==> config.mk <==
export PLATFORM = sky130hd
export DESIGN_NAME = ram_stream_reader
export DESIGN_NICKNAME = d
export VERILOG_FILES = /design/src/rtl/ram_stream_reader.sv
export SDC_FILE = /design/constraint.sdc
export NUM_CORES = 1
export LEC_CHECK = 0
export ABC_CLOCK_PERIOD_IN_PS = 4100
export CAP_MARGIN = 20
export CORE_ASPECT_RATIO = 0.7
export CORE_UTILIZATION = 55
export DETAILED_ROUTE_END_ITERATION = 6
export GPL_TIMING_DRIVEN = 0
export PLACE_DENSITY = 0.91
export SLEW_MARGIN = 20
export SYNTH_ARGS = -nofsm -noshare
export SYNTH_HDL_FRONTEND = slang
export SYNTH_SLANG_ARGS = --single-unit
==> constraint.sdc <==
create_clock -name clk -period 4.1 [get_ports clk]
set_input_delay 1.025 -clock clk [delete_from_list [all_inputs] [get_ports clk]]
set_output_delay 1.025 -clock clk [all_outputs]
set_load 0.02 [all_outputs]
==> src/rtl/ram_stream_reader.sv <==
// Sweeps a run of block-RAM addresses and streams the words out on valid/ready.
// A 2-entry skid buffer plus an issue credit rule hides the RAM's 1-cycle read latency.
module ram_stream_reader #(
    parameter int D_WIDTH = 16,
    parameter int A_WIDTH = 4
) (
    input  logic               clk,
    input  logic               rst,
    input  logic               start,
    input  logic [A_WIDTH-1:0] base_addr,
    input  logic [A_WIDTH:0]   length,
    output logic               busy,
    output logic               done,
    output logic [A_WIDTH-1:0] ram_address_read,
    input  logic [D_WIDTH-1:0] ram_data_read,
    output logic               out_valid,
    input  logic               out_ready,
    output logic [D_WIDTH-1:0] out_data,
    output logic               out_last
);

    typedef enum logic {IDLE, RUN} state_t;

    state_t             state_q, state_d;
    logic [A_WIDTH-1:0] addr_q, addr_d;
    logic [A_WIDTH:0]   issue_q, issue_d;
    logic [A_WIDTH:0]   beat_q, beat_d;
    logic               inflight_q, inflight_d;
    logic               done_q, done_d;
    logic [1:0]         cnt_q, cnt_d;
    logic               rd_q, rd_d;
    logic               wr_q, wr_d;
    logic [D_WIDTH-1:0] buf_q [2];
    logic               pop;
    logic               issue;

    assign out_valid        = (cnt_q != 2'd0);
    assign pop              = out_valid & out_ready;
    assign out_data         = out_valid ? buf_q[rd_q] : '0;
    assign out_last         = out_valid && (beat_q == 1);
    assign busy             = (state_q == RUN);
    assign done             = done_q;
    assign ram_address_read = addr_q;

    always_comb begin
        state_d    = state_q;
        addr_d     = addr_q;
        issue_d    = issue_q;
        beat_d     = beat_q;
        inflight_d = 1'b0;
        done_d     = 1'b0;
        issue      = 1'b0;
        cnt_d      = cnt_q + {1'b0, inflight_q} - {1'b0, pop};
        wr_d       = wr_q ^ inflight_q;
        rd_d       = rd_q ^ pop;
        case (state_q)
            IDLE: begin
                if (start) begin
                    if (length != '0) begin
                        state_d = RUN;
                        addr_d  = base_addr;
                        issue_d = length;
                        beat_d  = length;
                    end else begin
                        done_d = 1'b1;
                    end
                end
            end
            RUN: begin
                // Only issue when the word can land without overflowing the buffer.
                issue = (issue_q != '0) &&
                        (({1'b0, cnt_q} + {2'b0, inflight_q}) <= (3'd1 + {2'b0, pop}));
                if (issue) begin
                    addr_d     = addr_q + 1'b1;
                    issue_d    = issue_q - 1'b1;
                    inflight_d = 1'b1;
                end
                if (pop) begin
                    beat_d = beat_q - 1'b1;
                    if (beat_q == 1) begin
                        state_d = IDLE;
                        done_d  = 1'b1;
                    end
                end
            end
            default: state_d = IDLE;
        endcase
    end

    always_ff @(posedge clk) begin
        if (rst) begin
            state_q    <= IDLE;
            addr_q     <= '0;
            issue_q    <= '0;
            beat_q     <= '0;
            inflight_q <= 1'b0;
            done_q     <= 1'b0;
            cnt_q      <= 2'd0;
            rd_q       <= 1'b0;
            wr_q       <= 1'b0;
        end else begin
            state_q    <= state_d;
            addr_q     <= addr_d;
            issue_q    <= issue_d;
            beat_q     <= beat_d;
            inflight_q <= inflight_d;
            done_q     <= done_d;
            cnt_q      <= cnt_d;
            rd_q       <= rd_d;
            wr_q       <= wr_d;
        end
    end

    always_ff @(posedge clk) begin
        if (inflight_q && !rst) begin
            buf_q[wr_q] <= ram_data_read;
        end
    end

endmodule
== Word level (Yosys, flattened, before mapping) ==
Memory sizes are Yosys's and may differ from the RTL's. A register that Yosys moved wholly into a read port is not among the register bits.
Cells that the tools add are included.

* RAM bits: 32
* Memories: 1
* Bits of input ports: 29
* Output and inout bits: 24
* Word-level logic and storage cells: 62
* Flip-flop bits (word level): 21

{| class="wikitable"
|+ Memories
! name !! depth !! bits a word !! read ports !! clocked after Yosys merged registers in !! write ports !! line !! RTL
|-
| buf_q || 2 || 16 || 1 || 1 || 1 || 33 || <nowiki>logic [D_WIDTH-1:0] buf_q [2];</nowiki>
|}

* $add $sub $neg: 7
* Magnitude comparators: 1
* Mux-type cells: 25
* Eq/ne operators: 5
* Bitwise gates (word level): 4
* Reduce and logical (&&, ||, !) cells: 10

{| class="wikitable"
|+ Operators by type and width
! kind !! number
|-
| 2-to-1 mux 5 bit || 4
|-
| case mux 5 bit (2 select lines) || 2
|-
| 2-to-1 mux 16 bit || 1
|-
| 2-to-1 mux 1 bit || 12
|-
| 2-to-1 mux 4 bit || 3
|-
| nonzero test 5 bit || 2
|-
| subtractor 5 x 1 -> 5 bit (second input constant) || 2
|-
| case mux 4 bit (2 select lines) || 1
|-
| AND reduction 3 bit || 2
|-
| == test 5 x 1 -> 1 bit (second input constant) || 1
|-
| adder 4 x 1 -> 4 bit (second input constant) || 1
|-
| != test 2 x 1 -> 1 bit (second input constant) || 2
|-
| != test 2 bit (second input constant) || 2
|-
| case mux 1 bit (2 select lines) || 2
|-
| adder 2 x 1 -> 3 bit || 1
|-
| <= comparator 3 x 2 -> 1 bit || 1
|-
| logical AND 1 bit || 3
|-
| adder 1 x 1 -> 2 bit (first input constant) || 1
|-
| adder 2 x 1 -> 2 bit || 1
|-
| nonzero test 2 bit || 1
|-
| OR reduction 2 bit || 1
|-
| subtractor 2 x 1 -> 2 bit || 1
|-
| XOR 1 bit || 2
|-
| AND 1 bit || 1
|-
| other kinds (2) || 2
|}

== Longest topological paths before layout ==
Gate-level depths: netlist (run 1).

* Depth in word-level cells: 7
* Gate-level depth with buffers: 7
* Gate-level depth less buffers: 7

== Worst setup path after synthesis (run 1) ==
Ideal clock, no wire load.

* Path kind: input to register
* Start: in rst
* End: mem buf_q[0][0] (enable)
* Stages on the path: 2
* Data arrival time: 2490 ps
* Data required time: 3687 ps
* Setup time: 413 ps
* Path buffers: 1
* Path slack: 1197 ps
* Cells stage by stage: clkbuf_1 nor3b_1

* Word-level cells in the longest chain between the ends: 4

{| class="wikitable"
|+ Ends and longest elaborated chain
! what !! line !! RTL
|-
| from (decl) || 8 || <nowiki>input logic rst,</nowiki>
|-
| zero test 1 bit || 115 || <nowiki>if (inflight_q && !rst) begin</nowiki>
|-
| logical AND 1 bit || 115 ||
|-
| 2-to-1 mux 1 bit || 115 ||
|-
| 2-to-1 mux 1 bit (not written as such) || 116 || <nowiki>buf_q[wr_q] <= ram_data_read;</nowiki>
|-
| to (decl) || 33 ||
|}

Every way passes these cells.

== Final worst setup path (run 1) ==
* Start: in out_ready
* End: reg issue_q[4]

* Word-level cells in the longest chain between the ends: 6

{| class="wikitable"
|+ Ends and longest elaborated chain
! what !! line !! RTL
|-
| from (decl) || 17 || <nowiki>input logic out_ready,</nowiki>
|-
| AND 1 bit || 38 || <nowiki>assign pop = out_valid & out_ready;</nowiki>
|-
| adder 1 x 1 -> 2 bit || 72 || <nowiki>(({1'b0, cnt_q} + {2'b0, inflight_q}) <= (3'd1 + {2'b0, pop}));</nowiki>
|-
| <= comparator 3 x 2 -> 1 bit || 72 ||
|-
| logical AND 1 bit || 71 || <nowiki>issue = (issue_q != '0) &&</nowiki>
|-
| != test 2 x 1 -> 1 bit (no source line) || - ||
|-
| AND reduction 3 bit (no source line) || - ||
|-
| to (signal assigned) || 104 || <nowiki>issue_q <= issue_d;</nowiki>
|-
| to (decl) || 26 || <nowiki>logic [A_WIDTH:0] issue_q, issue_d;</nowiki>
|}

Every way passes these cells.
A chain may end at the register's enable or synchronous reset.

==> out/metrics.csv, run 1 <==
metric,value,unit
dpl.cell_count,336,
synth_flop_cell,edfxtp_1,
die_w,83.4,um
required,4310,ps
grt_pass1_vias,1949,
hpwlAfterDp,4.11,mm
grtUsageTotal,0.244,
max-clock-path-buffers,2,
final_area,0.00324,mm2
seq_area_frac_synth,0.541,
syn_area,0.00255,mm2
hold_slack,500,ps
final_hold_viol_count,0,
netlist_instances,228,
layout_min_cycle_time,3270,ps
async_flop_share,0,
core_area,0.00440,mm2
power_density,363,mW/mm2
rows,20,
die_area,0.00492,mm2
min_path_type,reg2reg,
num_vias,2067,
antenna_cells,0,
worst_path_max_delay_cell,clkdlybuf4s50_1,
critPathMaxStageDelay,570,ps
synth.avg_cell_area,11.2,um2
io_buffers,52,
fin_setup_tns,0,ps
htree_levels,2,
skew,2.81,ps
drive_gt1_frac,0.0830,
yosysUniqueCellTypes,51,
post-cts-setup-buffers,0,
r2r_cells,7,
clockRootBuffer,clkbuf_8,
synth_seq_cells,53,
cp-end-kind,register,
crit_fanout,10,
fin_ws,829,ps
hold_buffers,0,
synth_edf_count,32,
fin_crit_sh,0.798,
leakage,1.10,nW
cts.sinks,53,
tightest_slew,754,ps
rsz0062_at_grt,no,
wl_per_cell,16.5,um
critPathKind,in2reg,
nets,327,
syn2layout_area_growth,27.2,%
grt_pass1_wl,9.24,mm
setup_viol,0,
fillers,318,
slew_viol_final,0,
start_kind,primary input,
gp_congestion,0.899,
relSlewSlack,0.497,
layout_common_cells,"clkdlybuf4s50_1 (52), edfxtp_1 (32), nor2_1 (31)",
dpl-instance-area,0.00316,mm2
fin_util,0.737,
status,finished clean,
drt.antenna.violating_nets,0,
layoutNonFillerInstCount,344,
drv_cap,0,
final_common_cell,clkdlybuf4s50_1,
p_total,1.18,mW
viasPerCell,6.01,
initial_utilization,0.579,
wl,5.66,mm
cts_buffers,5,
ioPinCount,53,
cts_tree,built,
ir_drop,301,uV
antenna_found_initial,0,
die_y,59.0,um
pre_cts_ws,538,ps
grt-ovfl-total,0,
drt_pass1_iterations,5,
drc,0,
min_path_cells,2,
grt_max_degree,17,
clock_latency,300,ps
syn_nets,267,
yosysWarnings,0,
path_clk_slew,90,ps
worstPathCellList,clkdlybuf4s50_1 -> o21ai_0 -> inv_1 -> fa_1 -> o31a_1 -> o211ai_4 -> a221oi_1 -> a31o_1,
max_freq,306,MHz
crit_arrival,3480,ps
drt_iter0_drc,179,
ctsResizeCount,0,
cell usage after synthesis, types with 2 or more instances:
master	number	share of area
ha_1	9	0.044
mux2i_1	16	0.063
inv_1	16	0.024
nor4_1	2	0.0049
edfxtp_1	32	0.38
nand2_1	7	0.010
nor2_1	31	0.046
o21ai_0	6	0.012
o22ai_1	2	0.0049
xnor2_1	3	0.010
buf_2	3	0.0059
buf_1	2	0.0029
o32ai_1	5	0.017
a31oi_1	6	0.015
nand3_1	9	0.018
clkbuf_1	4	0.0059
nor3_1	5	0.0098
a21oi_2	2	0.0069
a2bb2oi_1	3	0.010
a21oi_1	7	0.014
dfxtp_1	21	0.16
a22oi_1	2	0.0059
nor2b_1	4	0.0098
a221oi_1	2	0.0069
nor3b_1	3	0.0088
where the power goes:
part / internal, mW / switching [mW]
combinational: 0.128 / 0.142
clock: 0.120 / 0.167
sequential: 0.594 / 0.0262
total: 0.842 / 0.336
cell families (layout without fill, tap and decap cells):
kind of cell               after synthesis  in the layout  synth area share
and+or+nand+nor                         70             70             0.139
DFF                                     53             53             0.541
AOI/OAI and AO/OA                       48             48             0.147
buffers and inverters                   27             88            0.0441
muxes                                   16             16            0.0628
adders and majority gates               10             10            0.0520
xor gates and xnor gates                 4              4            0.0137
sequential cells by signal, indices dropped and copies added (netlist names):
signal,count
rd_q,1
busy,1
buf_q,32
inflight_q,1
beat_q,5
done,1
ram_address_read,4
issue_q,5
cnt_q,2
wr_q,1
worst max-delay path, delay by kind of cell:
family | cells | cell delay (ps)
AO/OA/AOI/OAI | 5 | 1240
adder cells (fa/ha/maj) | 1 | 470
buffers and inverters | 2 | 740
area by class of cell:
cell class              instances  area (um2)  share of cell area
flip-flops and latches         53        1380               0.426
multi-input cells             148        1060               0.327
repair buffers                 53         532               0.164
clock buffers                   6        72.6              0.0224
well taps                      55        68.8              0.0212
inverters                      17        63.8              0.0197
plain buffers                  10        48.8              0.0150
clock inverters                 2        15.0             0.00463
per-layer routing:
metal / vias up / global-route usage / share of wire
li1: 966 / - / -
met1: 988 / 0.337 / 0.44
met2: 104 / 0.396 / 0.48
met3: 9 / 0.0501 / 0.075
met4: 0 / 0.0788 / 0.011
met5: - / 0 / 0
worst paths after layout:
| path | from | endpoint | slack (ps) |
|---|---|---|---|
| worst max register to register | cnt_q[1] | issue_q[4] | 1510 |
| worst min-delay path | ram_address_read[3] | ram_address_read[3] | 500 |
| worst min register to register | ram_address_read[3] | ram_address_read[3] | 500 |
| worst max-delay path | out_ready | issue_q[4] | 830 |
Power figures use the tool's default switching activity.
==> run 2: changes to the inputs <==
Settings changed: ABC_CLOCK_PERIOD_IN_PS 4100 to 3200, CORE_UTILIZATION 55 to 51, PLACE_DENSITY 0.91 to 0.86.
Clock period 4.1 ns to 3.2 ns, I/O delays scaled along.
==> run 2 against run 1 <==
Net effect:
- first-iteration DRC count fell by 26%
- register-to-register slack got worse by 870 ps
- clock skew rose by 6.7 ps
- clock power rose by 34%
- total power rose by 30%
- sequential cell count did not move
- cell count rose by 4.1%
- worst hold slack improved by 7.0 ps
- combinational power rose by 30%
- routed wire length fell by 2.8%
- global-route usage fell by 2.8 points
- core utilization fell by 5.3 points
- highest routed layer unchanged
==> out/metrics.csv, run 2 (synthesis gave the netlist of run 1 again) <==
metric,value,unit,change
status,finished clean,,
final_hold_viol_count,0,,unchanged
largest_reg_flops,32,,unchanged
gp_congestion,0.908,,+0.93%
ioPinCount,53,,unchanged
multi_input_area,0.00107,mm2,+0.82%
hold_end,ram_address_read[3],,
worst_path_max_delay_cell,fa_1,,
dpl.cell_count,350,,+4.2%
nets,327,,unchanged
die_area,0.00529,mm2,+7.6%
antenna_cells,0,,unchanged
cts_buffers,5,,unchanged
power_frac_seq,0.519,,-0.007
reg2reg_slack,640,ps,-870 ps
p_int,1.08,mW,+29%
wl_per_cell,15.4,um,-6.6%
critPathMaxStageDelay,550,ps,-20 ps
max_freq,326,MHz,
grt_max_degree,18,,+1
drt_pass1_iterations,4,,-1
viasPerCell,5.71,,-5.0%
hpwlAfterDp,4.07,mm,-1.1%
setup_viol,0,,unchanged
fillers,387,,+22%
worst-path-stages,8,,unchanged
layoutNonFillerInstCount,358,,+4.1%
p_sw,0.444,mW,+32%
p_total,1.53,mW,+30%
grt_pass1_wl,8.63,mm,-6.6%
leakage,1.11,nW,+0.51%
crit_arrival,3250,ps,-230 ps
clkPwrFrac,0.252,,+0.008
cp-startpoint,out_ready,,
power_density,467,mW/mm2,+29%
grt_pass1_vias,1825,,-6.4%
clock_latency,310,ps,about the same
min_path_type,reg2reg,,
regMostFlops,buf_q,,
ir_drop,326,uV,+8.5%
drc,0,,unchanged
drv_cap,0,,unchanged
skew,9.53,ps,+6.71 ps
rsz0062_at_grt,no,,
layout_min_cycle_time,3070,ps,
path_clk_slew,100,ps,about the same
syn2layout_area_growth,28.2,%,
combPwrFrac,0.229,,about the same
num_vias,2043,,-1.2%
critPathKind,in2reg,,
hold_path.startpoint,ram_address_read[3],,
cts.sinks,53,,unchanged
worstPathCellList,clkdlybuf4s50_1 -> o21ai_1 -> inv_1 -> fa_1 -> o31a_1 -> o211a_2 -> nor2_1 -> o32ai_1,,
max-clock-path-buffers,2,,unchanged
start_kind,primary input,,
relSlewSlack,0.474,,-0.0234
cp.buffers_inverters,2,,unchanged
slew_viol_final,0,,unchanged
fin_setup_tns,0,ps,unchanged
htree_levels,2,,unchanged
min_path_cells,2,,unchanged
worstReg2RegStart,cnt_q[1],,
crit_family,compound AO/OA/AOI/OAI gates,,
grt-ovfl-total,0,,unchanged
grtUsageTotal,0.216,,-0.0280
drt.antenna.violating_nets,0,,unchanged
switching_share,0.291,,+0.00599
die_w,86.5,um,+3.8%
layout_common_cells,"clkdlybuf4s50_1 (52), edfxtp_1 (32), nor2_1 (30)",,
rows,21,,+5.0%
cts_tree,built,,
clockRootBuffer,clkbuf_8,,
wl,5.50,mm,-2.8%
antenna_found_initial,0,,unchanged
drive_gt1_frac,0.0900,,+0.00692
final_common_cell,clkdlybuf4s50_1,,
fin_crit_sh,0.959,,
final-seq-area,0.00138,mm2,unchanged
r2r_cells,7,,unchanged
top_regs,"buf_q (32), beat_q (5), issue_q (5)",,
die_y,61.2,um,+3.7%
timing.rr.end,ram_address_read[3],,
tightest_slew,789,ps,+35.1 ps
initial_utilization,0.533,,-0.0458
core_area,0.00478,mm2,+8.6%
cp-end-kind,register,,
drt_iter0_drc,132,,-26%
required,3380,ps,-930 ps
crit_fanout,6,,-4
io_buffers,52,,unchanged
run 2: cell types whose count changed in the layout (fill, tap and decap cells not counted):
cell,before,now
buf_4,0,1
buf_6,2,1
inv_6,0,1
o21ai_1,0,1
nor2_2,0,1
nor3b_2,2,1
nor3b_4,0,1
o21ai_0,6,5
nor2_1,31,30
clkbuf_1,5,4
clkinv_2,0,1
clkinvlp_4,2,1
run 2: worst max path at each step:
stage                               end  slack [ps]
finish              ram_address_read[3]         130
CTS                         out_data[6]         130
floorplan                   buf_q[0][0]         520
detailed placement  ram_address_read[3]        -170
global placement            buf_q[0][8]        -660
global route        ram_address_read[3]          40
run 2: what timing repair did:
item                       in CTS  in global routing
setup endpoints to repair       0                  4
buffers inserted                0                  0
hold buffers                    0                  0
gates resized for setup         0                  3
run 2: worst register-to-register path, cell delays in order, from the launching register on:
cell,delay [ps]
dfxtp_1,380
o21ai_1,320
inv_1,140
fa_1,550
o31a_1,330
o211a_2,340
nor2_1,230
o32ai_1,130
run 2: cell type report:
cell class                 count  share of cell area
buffer                        10              0.0149
inverter                      17              0.0195
clock buffer                   5              0.0210
tap                           69              0.0264
multi-input combinational    148               0.328
clock inverter                 3             0.00651
timing repair buffer          53               0.161
sequential                    53               0.423
run 2: power by group through the flow:
stage          clock network, mW  registers (mW)  logic (mW)
5_1_grt                    0.420           0.798       0.380
3_3_place_gp                   0           0.806       0.332
3_5_place_dp                   0           0.808       0.341
2_1_floorplan                  0           0.808       0.211
6_report                   0.385           0.792       0.350
4_1_cts                    0.388           0.792       0.343
run 2: routing by layer:
layer | up-vias | track usage | share of wire
met2 | 77 | 0.353 | 0.47
met3 | 6 | 0.0576 | 0.075
li1 | 969 | - | -
met4 | 0 | 0.0571 | 0.0080
met5 | - | 0 | 0
met1 | 991 | 0.293 | 0.45
run 2: through the flow:
stage | area, um2 | util | hold WS (ps) | setup WS, ps
after CTS | 3260 | 0.682 | 501 | 131
after floorplan | 2550 | - | 448 | 522
final | 3270 | 0.684 | 507 | 131
after global placement | 3160 | 0.660 | 476 | -658
after global routing | 3270 | 0.684 | 531 | 36.9
after detailed placement | 3170 | 0.663 | 487 | -170
